`config.mk`:
```
export PLATFORM = sky130hd
export DESIGN_NAME = bf_tape
export DESIGN_NICKNAME = d
export VERILOG_FILES = /design/src/rtl/bf_tape.sv
export SDC_FILE = /design/constraint.sdc
export NUM_CORES = 2
export LEC_CHECK = 0
export CORE_UTILIZATION = 50
export CTS_BUF_LIST = sky130_fd_sc_hd__clkbuf_2
export DETAILED_ROUTE_END_ITERATION = 7
export PLACE_DENSITY = 0.65
export SKIP_LAST_GASP = 1
export SLEW_MARGIN = 20
export SYNTH_ARGS = -nofsm -noshare
export SYNTH_HDL_FRONTEND = slang
export SYNTH_SLANG_ARGS = --single-unit
export TNS_END_PERCENT = 10
```
`constraint.sdc`:
```
create_clock -name clk -period 19.3 [get_ports clk]
set_clock_uncertainty 0.05 [all_clocks]
set_input_delay 1.93 -clock clk [delete_from_list [all_inputs] [get_ports clk]]
set_output_delay 1.93 -clock clk [all_outputs]
set_load 0.01 [all_outputs]
```
`src/rtl/bf_tape.sv`:
```
// Brainfuck data tape: cell memory, data pointer and cached current cell behind a valid/ready port.
// Optional: define BF_TAPE_WRAP_EN for a wrapping pointer; otherwise the pointer saturates and sets err.
module bf_tape #(
  parameter int DATA_W = 8,
  parameter int ADDR_W = 8,
  parameter int DEPTH  = 2**ADDR_W
) (
  input  logic              clk,
  input  logic              rst_n,
  input  logic              cmd_valid,
  output logic              cmd_ready,
  input  logic [2:0]        cmd_op,
  input  logic [DATA_W-1:0] cmd_data,
  output logic [DATA_W-1:0] cell_out,
  output logic              cell_zero,
  output logic [ADDR_W-1:0] ptr_out,
  output logic              err
);

  typedef enum logic [1:0] {S_CLEAR, S_IDLE, S_FETCH} state_t;
  typedef enum logic [2:0] {
    OP_NOP, OP_INC, OP_DEC, OP_RIGHT, OP_LEFT, OP_WRITE, OP_ADD, OP_CLEAR_ALL
  } op_t;

  localparam logic [ADDR_W-1:0] LAST = ADDR_W'(DEPTH - 1);

  logic [DATA_W-1:0] mem [0:DEPTH-1];

  state_t            state;
  logic [ADDR_W-1:0] ptr;
  logic [ADDR_W-1:0] cnt;
  logic [DATA_W-1:0] cur;
  op_t               op;
  logic              accept;

  logic [DATA_W-1:0] cur_wr;
  logic              cell_we;
  logic [ADDR_W-1:0] ptr_mv;
  logic              mem_we;
  logic [ADDR_W-1:0] mem_wa;
  logic [DATA_W-1:0] mem_wd;
`ifndef BF_TAPE_WRAP_EN
  logic              oob;
`endif

  assign op     = op_t'(cmd_op);
  assign accept = cmd_valid && cmd_ready;

  always_comb begin
    cur_wr  = cur;
    cell_we = 1'b0;
    ptr_mv  = ptr;
`ifndef BF_TAPE_WRAP_EN
    oob     = 1'b0;
`endif
    if (accept) begin
      case (op)
        OP_INC:   begin cur_wr = cur + DATA_W'(1); cell_we = 1'b1; end
        OP_DEC:   begin cur_wr = cur - DATA_W'(1); cell_we = 1'b1; end
        OP_WRITE: begin cur_wr = cmd_data;         cell_we = 1'b1; end
        OP_ADD:   begin cur_wr = cur + cmd_data;   cell_we = 1'b1; end
        OP_RIGHT: begin
          if (ptr == LAST) begin
`ifdef BF_TAPE_WRAP_EN
            ptr_mv = '0;
`else
            oob    = 1'b1;
`endif
          end else begin
            ptr_mv = ptr + ADDR_W'(1);
          end
        end
        OP_LEFT: begin
          if (ptr == '0) begin
`ifdef BF_TAPE_WRAP_EN
            ptr_mv = LAST;
`else
            oob    = 1'b1;
`endif
          end else begin
            ptr_mv = ptr - ADDR_W'(1);
          end
        end
        default: ;
      endcase
    end
  end

  // Clear sweep and write-through share the single write port; they never overlap.
  always_comb begin
    mem_we = cell_we;
    mem_wa = ptr;
    mem_wd = cur_wr;
    if (state == S_CLEAR) begin
      mem_we = 1'b1;
      mem_wa = cnt;
      mem_wd = '0;
    end
  end

  always_ff @(posedge clk) begin
    if (mem_we) mem[mem_wa] <= mem_wd;
  end

  always_ff @(posedge clk or negedge rst_n) begin
    if (!rst_n) begin
      state     <= S_CLEAR;
      ptr       <= '0;
      cnt       <= '0;
      cur       <= '0;
      cmd_ready <= 1'b0;
    end else begin
      case (state)
        S_CLEAR: begin
          cur <= '0;
          if (cnt == LAST) begin
            cnt       <= '0;
            state     <= S_IDLE;
            cmd_ready <= 1'b1;
          end else begin
            cnt <= cnt + ADDR_W'(1);
          end
        end
        S_IDLE: begin
          if (accept) begin
            case (op)
              OP_INC, OP_DEC, OP_WRITE, OP_ADD: cur <= cur_wr;
              OP_RIGHT, OP_LEFT: begin
                ptr       <= ptr_mv;
                state     <= S_FETCH;
                cmd_ready <= 1'b0;
              end
              OP_CLEAR_ALL: begin
                ptr       <= '0;
                cnt       <= '0;
                state     <= S_CLEAR;
                cmd_ready <= 1'b0;
              end
              default: ;
            endcase
          end
        end
        S_FETCH: begin
          cur       <= mem[ptr];
          state     <= S_IDLE;
          cmd_ready <= 1'b1;
        end
        default: begin
          state     <= S_CLEAR;
          cnt       <= '0;
          cmd_ready <= 1'b0;
        end
      endcase
    end
  end

`ifdef BF_TAPE_WRAP_EN
  assign err = 1'b0;
`else
  logic err_q;
  always_ff @(posedge clk or negedge rst_n) begin
    if (!rst_n)            err_q <= 1'b0;
    else if (accept && oob) err_q <= 1'b1;
  end
  assign err = err_q;
`endif

  assign cell_out  = cur;
  assign cell_zero = (cur == '0);
  assign ptr_out   = ptr;

endmodule

```
==> impl_metrics.json <==
{
  "status": "complete, no violations",
  "rows": 149,
  "via_per_inst": 6.25,
  "endpoint_kind": "output port",
  "synth-main-ff-cell": "edfxtp_1",
  "final_nets": 4587,
  "p_sw_share_pct": 36.7,
  "cts_max_path_buffers": 4,
  "min_from": "err",
  "final_area_sq_um": 89400,
  "pin_count": 33,
  "power_frac_seq_pct": 43.8,
  "relSlewSlack_pct": 14.7,
  "yosysWarnings": 0,
  "setup_viol": 0,
  "rr_startpoint": "ptr_out[0]",
  "slew_violations": 0,
  "cp.required_ps": 17320,
  "cts-resized-gates": 0,
  "final.fill_count": 13000,
  "drt_iter0_markers": 5597,
  "cpPeakStageDelay_ps": 790,
  "p_leak_nw": 29.0,
  "drc_errors": 0,
  "clk_latency_ps": 1740,
  "hold-path-endpoint": "err",
  "routed_wl_um": 219000,
  "rrSetupSlack_ps": 13010,
  "wl_per_cell_um": 30.9,
  "synth_cell_types": 70,
  "dieArea_sq_um": 168000,
  "netlist_area_sq_um": 83000,
  "crit_chain": "buf_4 > buf_4 > clkdlybuf4s50_1",
  "clock_sinks": 2076,
  "ir_worst_vdd_mv": 0.270,
  "syn_inst": 4147,
  "hp-class": "register to register",
  "min_period_over_period_pct": 35.1,
  "io_buffers": 32,
  "cp_max_fo": 43,
  "synth_edf_count": 2048,
  "total_power_mw": 12.4,
  "r2r_end": "cell_out[2]",
  "finalHoldViolations": 0,
  "start_kind": "register",
  "cts_setup_buffers": 0,
  "slowest_stage": "dfrtp_4",
  "place_area_sq_um": 85100,
  "powerDensity_nw_per_um2": 139,
  "start_util_pct": 50.3,
  "rsz0062_at_grt": "false",
  "yosysSeqAreaShare_pct": 75.0,
  "overflow": 0,
  "p_comb_share_pct": 33.9,
  "cts_buffers": 530,
  "place_congestion": 0.920,
  "tightest_slew_ps": 1270,
  "cp_common_cell": "buf_4",
  "cts.clk_slew.worst_paths_ps": 130,
  "synth_nets": 4181,
  "dr.pass1.iters": 6,
  "ys_ff_latch": 2076,
  "whs_ps": 455,
  "drive_gt1_share_pct": 27.0,
  "syn_to_final_growth_pct": 7.74,
  "avgSynthCellArea_sq_um": 20.0,
  "timing.max_cap.violations": 0,
  "antenna_found_initial": 6,
  "period_minus_slack_ps": 6770,
  "htreeDepth": 6,
  "switchingPower_mw": 4.57,
  "reg2reg_depth": 9,
  "grt_pass1_wl_um": 313000,
  "cts_tree": "done",
  "die_width_um": 409,
  "via_count": 44200,
  "pwr-share-clk_pct": 22.3,
  "critPathKind": "register to output port",
  "final.setup.tns_ps": 0,
  "ctsHoldBuffers": 0,
  "intPower_mw": 7.87,
  "track_usage_pct": 26.1,
  "grt_max_degree": 201,
  "hpwl_um": 129000,
  "cts_root_buffer": "clkbuf_2",
  "min_path_cells": 1,
  "async_flop_share_pct": 1.35,
  "final_antenna_net_count": 0,
  "fp.dieH_um": 409,
  "crit_arrival_ps": 4790,
  "max_freq_ghz": 0.148,
  "fp.coreArea_sq_um": 165000,
  "grt_pass1_vias": 44200
}
[per-stage QoR]
stage | std cells | util [%] | worst slack (ps)
after floorplan | 4147 | - | 7190
after global placement | 6209 | 51.6 | 11620
after detailed placement | 6209 | 51.6 | 11580
after CTS | 7061 | 54.2 | 12210
after global routing | 7068 | 54.2 | 12160
final | 7070 | 54.2 | 12530
[how the worst max path moves through the flow]
stage          startpoint          end  cells past startpoint
3_5_place_dp    cmd_op[2]  mem[189][6]                     14
2_1_floorplan   cmd_op[2]    mem[0][2]                      9
3_3_place_gp    cmd_op[2]  mem[188][6]                     14
6_report       ptr_out[0]   ptr_out[0]                      3
5_1_grt        ptr_out[0]   ptr_out[0]                      3
4_1_cts        ptr_out[0]   ptr_out[0]                      3
[cell families after synthesis]
logic type / count (synthesis) / share of synthesized area [%]
AO/OA/AOI/OAI: 468 / 3.97
flip-flops: 2076 / 75.0
adder cells (fa/ha/maj): 20 / 0.320
multiplexers: 701 / 15.1
AND/OR/NAND/NOR: 600 / 3.13
buffers and inverters: 271 / 2.39
XOR/XNOR: 11 / 0.116
[power by group through the flow]
stage / clock (mW) / sequential [mW] / combinational, mW
after floorplan: 0 / 5.62 / 2.75
after global placement: 0 / 5.54 / 4.16
after detailed placement: 0 / 5.55 / 4.18
after CTS: 2.83 / 5.44 / 4.19
after global routing: 3.04 / 5.45 / 4.36
final: 2.77 / 5.45 / 4.22
[cell usage after synthesis (all sizes together), types with 5 or more instances]
cell | n | area share (%)
a2111oi | 6 | 0.063
a211oi | 23 | 0.21
a21o | 5 | 0.045
a21oi | 85 | 0.51
a221o | 14 | 0.17
a221oi | 52 | 0.60
a22o | 20 | 0.21
a22oi | 50 | 0.45
a31oi | 13 | 0.098
and2 | 5 | 0.038
buf | 175 | 1.9
clkbuf | 79 | 0.39
dfrtp | 28 | 0.84
edfxtp | 2048 | 74
ha | 18 | 0.27
inv | 16 | 0.072
mux2 | 12 | 0.16
mux2i | 260 | 3.1
mux4 | 429 | 12
nand2 | 127 | 0.57
nand2b | 18 | 0.14
nand3 | 28 | 0.17
nand3b | 7 | 0.063
nand4 | 5 | 0.038
nor2 | 320 | 1.4
nor2b | 26 | 0.20
nor3 | 23 | 0.14
nor4 | 14 | 0.11
o2111ai | 9 | 0.095
o211ai | 19 | 0.17
o21a | 5 | 0.045
o21ai | 73 | 0.44
o21bai | 6 | 0.054
o221ai | 14 | 0.15
o22ai | 35 | 0.26
o31ai | 16 | 0.14
or2 | 5 | 0.038
or3 | 9 | 0.068
or4 | 6 | 0.054
xnor2 | 6 | 0.063
xor2 | 5 | 0.053
[sequential cells by signal, summed over array words and instances, names as in the netlist]
name       flops
cnt            8
state          2
err            1
cmd_ready      1
mem         2048
cell_out       8
ptr_out        8
[layer usage]
metal	share of wire, %	vias up	GRT usage, %	wire length (um)
li1	-	18200	-	-
met1	39	22800	36.5	86300
met5	0.0091	-	0	20
met4	3.7	2	10.8	8090
met3	10	437	6.66	22600
met2	46	2638	39.3	102000
[worst max-delay path: cells and delay by family, from the launching register on]
family                 cells  cell delay (ps)
buffers and inverters      3             2200
DFF                        1              790
[layout by cell type, fill, tap and decap left out, types with 23 or more instances in the layout]
master and n:
clkbuf_2 728, clkinv_1 89, o21ai_0 68, a221oi_1 45
mux2i_1 260, dfrtp_1 23, o22ai_1 35, a22oi_1 50
a21oi_1 83, buf_4 86, mux4_1 37, nor2_1 311
clkdlybuf4s50_1 32, nand3_1 28, nor3_1 23, edfxtp_1 2048
mux4_2 392, nand2_1 115
[layout make-up]
type,count,area (sq um),area share (%)
sequential,2076,62200,69.6
multi-input combinational,1800,18900,21.2
clock buffer,728,3640,4.08
tap,2189,2740,3.06
timing repair buffer,128,1170,1.30
clock inverter,124,596,0.666
inverter,17,68.8,0.0770
antenna,8,20.0,0.0224
Power figures use the tool's default switching activity.
